$ cat config.mk
export PLATFORM = sky130hd
export DESIGN_NAME = alu_issue_stage
export DESIGN_NICKNAME = d
export VERILOG_FILES = /design/src/rtl/alu_issue_stage_pkg.sv /design/src/rtl/alu_issue_stage_decode.sv /design/src/rtl/alu_issue_stage.sv
export SDC_FILE = /design/constraint.sdc
export NUM_CORES = 1
export LEC_CHECK = 0
export BUFFER_PORTS_ARGS = -buffer_cell sky130_fd_sc_hd__buf_2
export CORE_MARGIN = 2
export CORE_UTILIZATION = 57
export DETAILED_ROUTE_END_ITERATION = 16
export PLACE_DENSITY = 0.86
export SYNTH_ARGS = -nofsm -noshare
export SYNTH_HDL_FRONTEND = slang
export SYNTH_SLANG_ARGS = --single-unit
$ cat constraint.sdc
create_clock -name clk -period 3.1 [get_ports clk]
set_input_delay 0.62 -clock clk [delete_from_list [all_inputs] [get_ports clk]]
set_output_delay 0.62 -clock clk [all_outputs]
set_load 0.01 [all_outputs]
$ cat src/rtl/alu_issue_stage_pkg.sv
// Shared ALU operation encoding and RV32I opcode constants for the ALU issue stage.
// The ALU add path subtracts when bit0 is set, so SUB/SLT/SLTU are odd and ADD is even.
package alu_issue_stage_pkg;

   localparam logic [3:0] ALU_ADD  = 4'b0000;
   localparam logic [3:0] ALU_SUB  = 4'b0001;
   localparam logic [3:0] ALU_PASS = 4'b0010;
   localparam logic [3:0] ALU_SLT  = 4'b0011;
   localparam logic [3:0] ALU_OR   = 4'b0100;
   localparam logic [3:0] ALU_SLTU = 4'b0101;
   localparam logic [3:0] ALU_AND  = 4'b0110;
   localparam logic [3:0] ALU_XOR  = 4'b1000;
   localparam logic [3:0] ALU_SRL  = 4'b1010;
   localparam logic [3:0] ALU_SRA  = 4'b1100;
   localparam logic [3:0] ALU_SLL  = 4'b1110;

   localparam logic [6:0] OPC_OP    = 7'b0110011;
   localparam logic [6:0] OPC_OPIMM = 7'b0010011;
   localparam logic [6:0] OPC_LUI   = 7'b0110111;
   localparam logic [6:0] OPC_AUIPC = 7'b0010111;

   function automatic logic is_shift(input logic [2:0] funct3);
      return funct3[1:0] == 2'b01;
   endfunction

endpackage

$ cat src/rtl/alu_issue_stage_decode.sv
// Combinational decode of opcode/funct3/funct7[5] into ALUOp and operand selection.
// Shift amounts are masked here because the ALU shifts by the full SrcB.
module alu_op_decode
   import alu_issue_stage_pkg::*;
#(
   parameter int unsigned XLEN = 32
) (
   input  logic [6:0]      opcode_i,
   input  logic [2:0]      funct3_i,
   input  logic            funct7b5_i,
   input  logic [XLEN-1:0] rs1_data_i,
   input  logic [XLEN-1:0] rs2_data_i,
   input  logic [XLEN-1:0] imm_i,
   input  logic [XLEN-1:0] pc_i,
   output logic [3:0]      alu_op_o,
   output logic [XLEN-1:0] src_a_o,
   output logic [XLEN-1:0] src_b_o,
   output logic            illegal_o
);

   logic            is_op;
   logic [XLEN-1:0] operand_b;

   assign is_op     = (opcode_i == OPC_OP);
   assign operand_b = is_op ? rs2_data_i : imm_i;

   always_comb begin
      alu_op_o  = ALU_PASS;
      src_a_o   = '0;
      src_b_o   = '0;
      illegal_o = 1'b0;
      unique case (opcode_i)
         OPC_OP, OPC_OPIMM: begin
            src_a_o = rs1_data_i;
            src_b_o = is_shift(funct3_i) ? {{(XLEN-5){1'b0}}, operand_b[4:0]} : operand_b;
            unique case (funct3_i)
               3'b000:  alu_op_o = (is_op && funct7b5_i) ? ALU_SUB : ALU_ADD;
               3'b001:  alu_op_o = ALU_SLL;
               3'b010:  alu_op_o = ALU_SLT;
               3'b011:  alu_op_o = ALU_SLTU;
               3'b100:  alu_op_o = ALU_XOR;
               3'b101:  alu_op_o = funct7b5_i ? ALU_SRA : ALU_SRL;
               3'b110:  alu_op_o = ALU_OR;
               default: alu_op_o = ALU_AND;
            endcase
         end
         OPC_LUI: begin
            src_b_o = imm_i;
         end
         OPC_AUIPC: begin
            alu_op_o = ALU_ADD;
            src_a_o  = pc_i;
            src_b_o  = imm_i;
         end
         default: illegal_o = 1'b1;
      endcase
   end

endmodule

$ cat src/rtl/alu_issue_stage.sv
// Registered ALU issue stage: decodes an instruction and holds it in a 2-entry skid buffer.
// InReady is a pure register output so OutReady never reaches upstream combinationally.
module alu_issue_stage
   import alu_issue_stage_pkg::*;
#(
   parameter int unsigned XLEN  = 32,
   parameter int unsigned TAG_W = 5
) (
   input  logic             clk,
   input  logic             rst_n,
   input  logic             Flush,
   input  logic             InValid,
   output logic             InReady,
   input  logic [6:0]       Opcode,
   input  logic [2:0]       Funct3,
   input  logic             Funct7b5,
   input  logic [XLEN-1:0]  Rs1Data,
   input  logic [XLEN-1:0]  Rs2Data,
   input  logic [XLEN-1:0]  Imm,
   input  logic [XLEN-1:0]  PC,
   input  logic [TAG_W-1:0] TagIn,
   output logic             OutValid,
   input  logic             OutReady,
   output logic [XLEN-1:0]  SrcA,
   output logic [XLEN-1:0]  SrcB,
   output logic [3:0]       ALUOp,
   output logic [TAG_W-1:0] TagOut,
   output logic             IllegalOut
);

   // Entry layout: {illegal, tag, alu_op, src_b, src_a}
   localparam int unsigned EntW = 2 * XLEN + 4 + TAG_W + 1;
   localparam logic [EntW-1:0] ResetEnt = {1'b0, {TAG_W{1'b0}}, ALU_ADD, {(2 * XLEN){1'b0}}};

   logic [3:0]      dec_op;
   logic [XLEN-1:0] dec_src_a;
   logic [XLEN-1:0] dec_src_b;
   logic            dec_illegal;

   logic [EntW-1:0] new_ent;
   logic [EntW-1:0] main_q, main_d;
   logic [EntW-1:0] skid_q, skid_d;
   logic            main_valid_q, main_valid_d;
   logic            skid_valid_q, skid_valid_d;
   logic            accept;
   logic            xfer;

   alu_op_decode #(
      .XLEN (XLEN)
   ) u_decode (
      .opcode_i   (Opcode),
      .funct3_i   (Funct3),
      .funct7b5_i (Funct7b5),
      .rs1_data_i (Rs1Data),
      .rs2_data_i (Rs2Data),
      .imm_i      (Imm),
      .pc_i       (PC),
      .alu_op_o   (dec_op),
      .src_a_o    (dec_src_a),
      .src_b_o    (dec_src_b),
      .illegal_o  (dec_illegal)
   );

   assign new_ent = {dec_illegal, TagIn, dec_op, dec_src_b, dec_src_a};
   assign accept  = InValid && !skid_valid_q;
   assign xfer    = main_valid_q && OutReady;

   always_comb begin
      main_d       = main_q;
      main_valid_d = main_valid_q;
      skid_d       = skid_q;
      skid_valid_d = skid_valid_q;
      if (Flush) begin
         main_valid_d = 1'b0;
         skid_valid_d = 1'b0;
      end else if (!main_valid_q || xfer) begin
         // Main slot frees up: the older skid entry has priority over a new accept.
         if (skid_valid_q) begin
            main_d       = skid_q;
            main_valid_d = 1'b1;
            skid_valid_d = 1'b0;
         end else if (accept) begin
            main_d       = new_ent;
            main_valid_d = 1'b1;
         end else begin
            main_valid_d = 1'b0;
         end
      end else if (accept) begin
         skid_d       = new_ent;
         skid_valid_d = 1'b1;
      end
   end

   always_ff @(posedge clk or negedge rst_n) begin
      if (!rst_n) begin
         main_q       <= ResetEnt;
         skid_q       <= ResetEnt;
         main_valid_q <= 1'b0;
         skid_valid_q <= 1'b0;
      end else begin
         main_q       <= main_d;
         skid_q       <= skid_d;
         main_valid_q <= main_valid_d;
         skid_valid_q <= skid_valid_d;
      end
   end

   assign {IllegalOut, TagOut, ALUOp, SrcB, SrcA} = main_q;
   assign OutValid = main_valid_q;
   assign InReady  = !skid_valid_q;

endmodule

Word level (Yosys, flattened, before mapping)
Cells that the tools add are included.
{ "totals": {"regBits": 150, "in_bits": 149, "out_inout_bits": 76, "word_cells": 50} }
{ "classes": {"n_eq_ne": 11, "n_mux": 18, "bitwise": 2, "reduce_logical": 15} }
{ "ops": {"columns": ["cell", "n"], "rows": [
  ["2-to-1 mux 74 bit", 2],
  ["one-hot mux 32 bit (2 select lines)", 2],
  ["2-to-1 mux 32 bit", 2],
  ["one-hot mux 4 bit (7 select lines)", 1],
  ["equality test 7 x 5 -> 1 bit, second input constant", 2],
  ["equality test 7 x 6 -> 1 bit, second input constant", 2],
  ["equality test 3 bit, second input constant", 3],
  ["2-to-1 mux 1 bit", 9],
  ["one-hot mux 4 bit (2 select lines)", 1],
  ["equality test 3 x 2 -> 1 bit, second input constant", 2],
  ["AND reduction 3 bit", 2],
  ["nonzero test 2 bit", 2],
  ["OR reduction 2 bit", 2],
  ["OR reduction 4 bit", 1],
  ["equality test 3 x 1 -> 1 bit, second input constant", 1],
  ["logical AND 1 bit", 3],
  ["logical NOT 3 bit", 1],
  ["2-to-1 mux 3 bit", 1],
  ["nonzero test 3 bit", 1],
  ["equality test 2 x 1 -> 1 bit, second input constant", 1],
  ["logical NOT 1 bit", 2],
  ["NOT 1 bit", 2],
  ["logical OR 1 bit", 1]
]} }

Logic depth before layout (Yosys ltp)
Gate-level depths: netlist of the first run.
{ "logic_depth": {"depth_word": 7, "ltp_mapped": 7, "depth_no_buf": 4} }

Cells and area by module
From an unflattened synthesis of the first run, not the netlist that was laid out.
{ "hier_totals": {"cells_unflattened": 669, "hier_area_um2": 8013.9} }
{ "by_module_without_submodules": {"columns": ["module", "instances", "cells_per_inst", "area_per_inst_um2", "seq_area_each_um2"], "rows": [
  ["alu_issue_stage", 1, 405, 6545.0, 3753.6],
  ["alu_op_decode", 1, 264, 1468.9, 0.0]
]} }

Worst setup path after synthesis of the first run
OpenSTA, ideal clock, no wires.
{ "synth_timing": {"path_kind": "input-to-reg", "start": "input OutReady", "end": "register main_q[65]", "setup_ns": 0.135, "t_arrival_ns": 1.783, "required_ns": 2.965, "path_slack_ns": 1.183, "path_stages": 7, "path_buffers": 3, "path_cell_list": "and2b_1 or3_1 buf_2 buf_6 buf_2 a22oi_1 o31ai_1"} }
{ "synth_between": {"elab_chain_len": 3} }
{ "synth_rtl": {"columns": ["item", "line_no", "source"], "rows": [
  ["start, declared", "alu_issue_stage.sv:23", "input logic OutReady,"],
  ["logical AND 1 bit", "alu_issue_stage.sv:66", "assign xfer = main_valid_q && OutReady;"],
  ["logical OR 1 bit", "alu_issue_stage.sv:76", "end else if (!main_valid_q || xfer) begin"],
  ["AND reduction 3 bit (no source line)", null, null],
  ["end signal, assigned", "alu_issue_stage.sv:96", "main_q <= ResetEnt;"],
  ["end signal, assigned", "alu_issue_stage.sv:101", "main_q <= main_d;"],
  ["end, declared", "alu_issue_stage.sv:41", "logic [EntW-1:0] main_q, main_d;"]
]} }
Every way passes these cells.
A chain may end at the register's enable or synchronous reset.

Final worst setup path of the first run
{ "layout_timing": {"start": "register skid_valid_q", "end": "output InReady"} }
{ "layout_between": {"elab_chain_len": 1} }
{ "layout_rtl": {"columns": ["item", "line_no", "source"], "rows": [
  ["start, declared", "alu_issue_stage.sv:44", "logic skid_valid_q, skid_valid_d;"],
  ["start signal, assigned", "alu_issue_stage.sv:104", "skid_valid_q <= skid_valid_d;"],
  ["logical NOT 1 bit", "alu_issue_stage.sv:110", "assign InReady = !skid_valid_q;"],
  ["end, declared", "alu_issue_stage.sv:13", "output logic InReady,"]
]} }
Every way passes these cells.

==> results of run 1 <==
-- power breakdown --
part	internal (mW)	total, mW	switching, mW
Clock	1.10	1.85	0.753
Sequential	2.10	2.17	0.0746
Combinational	0.324	0.716	0.392
-- Yosys cell counts, drive strengths merged --
cell | number | area [um2]
nor2 | 37 | 138.9
nor2b | 35 | 219.0
nand2 | 106 | 400.4
mux2i | 10 | 100.1
a211oi | 1 | 7.510
o41ai | 1 | 8.760
a221oi | 1 | 8.760
a22oi | 2 | 15.01
and4bb | 1 | 12.51
and3 | 28 | 175.2
a211o | 27 | 236.5
a31oi | 2 | 12.51
nand4 | 1 | 6.260
dfrtp | 150 | 3754
xnor2 | 1 | 8.760
o31ai | 6 | 45.04
or3 | 6 | 37.54
clkbuf | 51 | 191.4
o211ai | 64 | 480.5
a21oi | 40 | 200.2
nand2b | 29 | 181.4
nor3 | 3 | 20.02
o21ai | 41 | 205.2
or4 | 2 | 15.01
buf | 31 | 160.2
mux2 | 34 | 382.9
nor4 | 2 | 12.51
a221o | 28 | 280.3
and2b | 1 | 7.510
o21a | 32 | 240.2
and3b | 32 | 280.3
nand3 | 1 | 5.000
inv | 4 | 15.01
-- per-layer routing --
| layer | global-route usage | wire [um] | vias to the layer above |
|---|---|---|---|
| met2 | 0.4849 | 10380 | 240 |
| met5 | 0 | 0 | - |
| met3 | 0.06532 | 1234 | 38 |
| met1 | 0.3700 | 8558 | 3393 |
| met4 | 0.1178 | 546 | 0 |
| li1 | - | - | 3264 |
-- worst max path at each step --
stage	to	slack (ns)	depth (start not counted)
floorplan	main_q[65]$_DFFE_PN0P_	1.18	7
global placement	main_q[64]$_DFFE_PN0P_	0.87	6
detailed placement	main_q[36]$_DFFE_PN0P_	0.81	5
CTS	InReady	0.80	3
global route	InReady	0.71	3
finish	InReady	0.82	3
-- logic make-up (layout without fill, tap and decap cells) --
family                 after synthesis  count (layout)  share of synthesized area
AND/OR/NAND/NOR                    284             284                     0.1922
AO/OA/AOI/OAI                      245             245                     0.2213
flip-flops                         150             150                     0.4773
XOR/XNOR                             1               1                   0.001114
multiplexers                        44              44                    0.06142
buffers and inverters               86             277                    0.04662
-- flip-flops by register name (all words and copies together), names as in the netlist --
signal	count
skid_valid_q	1
OutValid	1
skid_q	74
main_q	74
-- stage by stage --
stage / cells / area (um2) / setup slack [ns]
floorplan: 810 / 7864 / 1.183
global placement: 1146 / 9076 / 0.8698
detailed placement: 1146 / 9076 / 0.8148
CTS: 1177 / 9599 / 0.7970
global route: 1177 / 9599 / 0.7070
finish: 1177 / 9599 / 0.8185
-- cell type report --
type                            count  area share
Inverter                            4    0.001564
Clock inverter                      4    0.002086
Timing Repair Buffer              242      0.1383
Sequential cell                   150      0.3914
Clock buffer                       27     0.05240
Multi-Input combinational cell    574      0.3913
Tap cell                          176     0.02294
==> flow_metrics.env, run 1 <==
export IMPL_avgSynthCellArea_um2=9.708
export IMPL_grtUsageTotal=0.2915
export IMPL_cp_start_kind="register"
export IMPL_synth_seq_cells=150
export IMPL_synth_warnings=0
export IMPL_grt_start_max_net_pins=89
export IMPL_hold_violations=0
export IMPL_htreeDepth=4
export IMPL_clock_latency_ns=0.42
export IMPL_setup_tns_ns=0
export IMPL_drive_gt1_frac=0.3077
export IMPL_worst_slew_pin_slew_ns=0.6986
export IMPL_required_ns=2.48
export IMPL_seq_area_frac_synth=0.4773
export IMPL_critical_path_class="register to output port"
export IMPL_period_minus_slack_ns=2.281
export IMPL_synth_distinct_cells=38
export IMPL_peakVddDrop_mv=0.4382
export IMPL_maxSlewHeadroom=0.5343
export IMPL_cap_viol_max_count=0
export IMPL_p_total_mw=4.738
export IMPL_path_delay_family="buffers and inverters"
export IMPL_grt_setup_unrepaired="false"
export IMPL_multi_input_area_mm2=0.003756
export IMPL_io_pins=225
export IMPL_start_util=0.5891
export IMPL_crit_arrival_ns=1.66
export IMPL_dieWidth_um=121.5
export IMPL_coreArea_mm2=0.01335
export IMPL_hpwlAfterDp_um=13680
export IMPL_grt_pass1_wl_um=33580
export IMPL_clk_pin_slew_worst_paths_ns=0.05
export IMPL_setup_violations=0
export IMPL_regArea_mm2=0.003757
export IMPL_die_h_um=121.5
export IMPL_drc_errors=0
export IMPL_cts_root_buffer="clkbuf_16"
export IMPL_post_route_util=0.7192
export IMPL_status="completed"
export IMPL_rr_worst_depth=5
export IMPL_fmax_mhz=438.3
export IMPL_cp_slowest_stage_delay_ns=0.40
export IMPL_p_per_area_mw_per_mm2=493.6
export IMPL_syn_nets=959
export IMPL_first_global_vias=6692
export IMPL_dr_pass1_iters=6
export IMPL_r2r_start="skid_valid_q$_DFFE_PN0P_"
export IMPL_slew_viol_final=0
export IMPL_post_drt_wl_per_cell_um=17.60
export IMPL_syn_inst=810
export IMPL_final_common_cell="buf_2"
export IMPL_drt_iter0_drc=513
export IMPL_antenna_found_initial=0
export IMPL_p_leak_nw=4.762
export IMPL_die_area_mm2=0.01475
export IMPL_cts_max_path_buffers=2
export IMPL_period_share=0.7360
export IMPL_vias=6935
export IMPL_routed_wl_um=20720
export IMPL_reg2reg_slack_ns=0.97
export IMPL_port_buffer_count=224
export IMPL_crit_path_start="skid_valid_q$_DFFE_PN0P_"
export IMPL_gr_total_overflow=0
export IMPL_cts_tree="built"
export IMPL_num_antenna_cells=0
export IMPL_cts_made_buffers=17
export IMPL_cts_resized=0
export IMPL_fill_cells=1028
export IMPL_syn_to_final_growth_pct=22.07
export IMPL_cp_cell_sequence="buf_4 > inv_1 > buf_2"
export IMPL_avgViaCountPerCell=5.892
export IMPL_place_congestion=0.8062
export IMPL_r2r_end="skid_q[69]$_DFFE_PN0P_"
export IMPL_hold_buffers=0
export IMPL_clock_sinks=150
export IMPL_placement_rows=42
export IMPL_final_cell_mix="buf_2, dfrtp_1, nand2_1, o211ai_1, o21ai_0"
export IMPL_ant_nets=0
export IMPL_netlist_area_mm2=0.007864
export IMPL_worst_path_buf_inv=3
export IMPL_fin_skew_ns=0.007178
export IMPL_post_cts_buffers=0
export IMPL_holdWs_ns=0.2006
export IMPL_crit_fanout=42
export IMPL_final_nets=1138
export IMPL_worstHoldPathType="input pin to asynchronous set/reset pin"
export IMPL_end_kind="output port"
export IMPL_cpMaxStageDelayCell="dfrtp_4"
(Power assumes the default switching activity.)
==> inputs of run 2 (changes only) <==
CORE_UTILIZATION = 53   (was 57)
PLACE_DENSITY = 0.81   (was 0.86)
clock period = 2.1 ns   (was 3.1 ns; I/O delays follow)
==> flow_metrics.env, run 2 (synthesized netlist as in run 1, its figures left out) <==
export IMPL_period_minus_slack_ns=1.773
export IMPL_reg_top3="main_q x74, skid_q x74"
export IMPL_cts_root_buffer="clkbuf_16"
export IMPL_io_pins=225
export IMPL_clock_latency_ns=0.42
export IMPL_p_per_area_mw_per_mm2=762.2
export IMPL_grtUsageTotal=0.2602
export IMPL_syn_to_final_growth_pct=25.98
export IMPL_rr_worst_depth=5
export IMPL_grt_start_max_net_pins=67
export IMPL_port_buffer_count=224
export IMPL_ant_nets=0
export IMPL_dieWidth_um=125.8
export IMPL_critical_path_class="register to register"
export IMPL_reg2reg_slack_ns=0.33
export IMPL_status="completed"
export IMPL_wl_met2_um=9791
export IMPL_cts_max_path_buffers=2
export IMPL_grt_setup_unrepaired="false"
export IMPL_routed_wl_um=20090
export IMPL_intPower_mw=5.681
export IMPL_crit_fanout=29
export IMPL_worstHoldPathType="input pin to register"
export IMPL_drt_iter0_drc=524
export IMPL_multi_input_area_mm2=0.003756
export IMPL_vias=6875
export IMPL_p_leak_nw=4.891
export IMPL_min_to="skid_q[70]$_DFFE_PN0P_"
export IMPL_gr_total_overflow=0
export IMPL_maxSlewHeadroom=0.5810
export IMPL_post_drt_wl_per_cell_um=16.74
export IMPL_p_clk_frac=0.433
export IMPL_setup_violations=0
export IMPL_die_area_mm2=0.01583
export IMPL_cap_viol_max_count=0
export IMPL_hold_buffers=1
export IMPL_worst_slew_pin_slew_ns=0.6285
export IMPL_p_total_mw=7.552
export IMPL_fill_cells=1175
export IMPL_grt_pass1_wl_um=33450
export IMPL_crit_arrival_ns=2.06
export IMPL_avgViaCountPerCell=5.729
export IMPL_met3WireLength_um=1064
export IMPL_final_common_cell="buf_2"
export IMPL_regArea_mm2=0.003757
export IMPL_drive_gt1_frac=0.3212
export IMPL_hold_violations=0
export IMPL_final_nets=1151
export IMPL_slew_viol_final=0
export IMPL_required_ns=2.38
export IMPL_drc_errors=0
export IMPL_cts_tree="built"
export IMPL_pwr_share_comb=0.143
export IMPL_final_cell_mix="buf_2, dfrtp_1, nand2_1, o211ai_1, o21ai_0"
export IMPL_clk_pin_slew_worst_paths_ns=0.06
export IMPL_seqPwrFrac=0.424
export IMPL_post_route_util=0.6816
export IMPL_period_share=0.8442
export IMPL_fmax_mhz=564.1
export IMPL_clock_sinks=150
export IMPL_antenna_found_initial=1
export IMPL_cts_made_buffers=17
export IMPL_end_kind="register"
export IMPL_routed_top_layer="met4"
export IMPL_coreArea_mm2=0.01453
export IMPL_r2r_end="main_q[65]$_DFFE_PN0P_"
export IMPL_first_global_vias=6784
export IMPL_setup_tns_ns=0
export IMPL_dr_pass1_iters=4
export IMPL_start_util=0.5411
export IMPL_fin_skew_ns=0.006485
export IMPL_peakVddDrop_mv=0.5548
export IMPL_placement_rows=44
export IMPL_r2r_start="OutValid$_DFFE_PN0N_"
export IMPL_hpwlAfterDp_um=13570
export IMPL_place_congestion=0.7985
export IMPL_switchingPower_mw=1.870
export IMPL_switching_share=0.2477
export IMPL_post_cts_buffers=0
export IMPL_min_delay_path_depth=2
export IMPL_die_h_um=125.8
export IMPL_wl_met1_um=8676
export IMPL_cts_resized=0
export IMPL_cp_start_kind="register"
export IMPL_htreeDepth=4
export IMPL_holdWs_ns=0.2430
export IMPL_min_from="TagIn[2]"
==> run 2: cell count changes in the layout (fill, tap and decap cells not counted) <==
cell,before,now
buf_12,5,11
diode_2,0,1
clkinv_4,0,2
clkbuf_8,4,3
clkbuf_1,6,1
clkinvlp_4,0,4
bufinv_16,0,4
dlygate4sd3_1,0,1
buf_4,14,20
clkinv_2,4,1
==> run 2: cell type report <==
class,count,area share
clock buffers,21,0.04749
inverters,4,0.001516
clock inverters,11,0.01743
flip-flops and latches,150,0.3793
multi-input cells,574,0.3791
repair buffers,255,0.1517
diodes,1,0.0002526
well taps,184,0.02324
==> run 2: worst max-delay path, stage by stage (launching register included) <==
cell and delay [ns]:
dfrtp_1 0.39, and2b_1 0.17, or3_2 0.45, buf_4 0.25, a22oi_1 0.25, o31ai_1 0.11
==> run 2: worst max-delay path by stage <==
stage                                    start                     end  slack [ns]  cells past startpoint
after CTS                 OutValid$_DFFE_PN0N_  main_q[65]$_DFFE_PN0P_        0.32                      5
final                     OutValid$_DFFE_PN0N_  main_q[65]$_DFFE_PN0P_        0.33                      5
after global routing      OutValid$_DFFE_PN0N_  main_q[65]$_DFFE_PN0P_        0.25                      5
after detailed placement              OutReady  main_q[63]$_DFFE_PN0P_        0.20                      5
after floorplan                       OutReady  main_q[65]$_DFFE_PN0P_        0.38                      7
after global placement                OutReady  main_q[59]$_DFFE_PN0P_        0.22                      5
==> run 2: metrics by stage <==
stage          cells  setup slack (ns)  area, um2
3_3_place_gp    1166            0.2213       9251
2_1_floorplan    810            0.3826       7864
3_5_place_dp    1166            0.2036       9251
6_report        1200            0.3272       9907
5_1_grt         1200            0.2533       9907
4_1_cts         1199            0.3227       9905
==> run 2: power by group through the flow <==
stage | Clock [mW] | Combinational [mW] | Sequential [mW]
floorplan | 0 | 0.501 | 3.31
finish | 3.27 | 1.08 | 3.20
CTS | 3.32 | 1.09 | 3.20
global placement | 0 | 1.06 | 3.24
detailed placement | 0 | 1.08 | 3.25
global route | 3.43 | 1.20 | 3.22
==> run 2: per-layer routing <==
layer | up-vias | GRT usage
li1 | 3308 | -
met1 | 3347 | 0.3340
met2 | 179 | 0.4359
met3 | 41 | 0.05905
met4 | 0 | 0.09373
met5 | - | 0
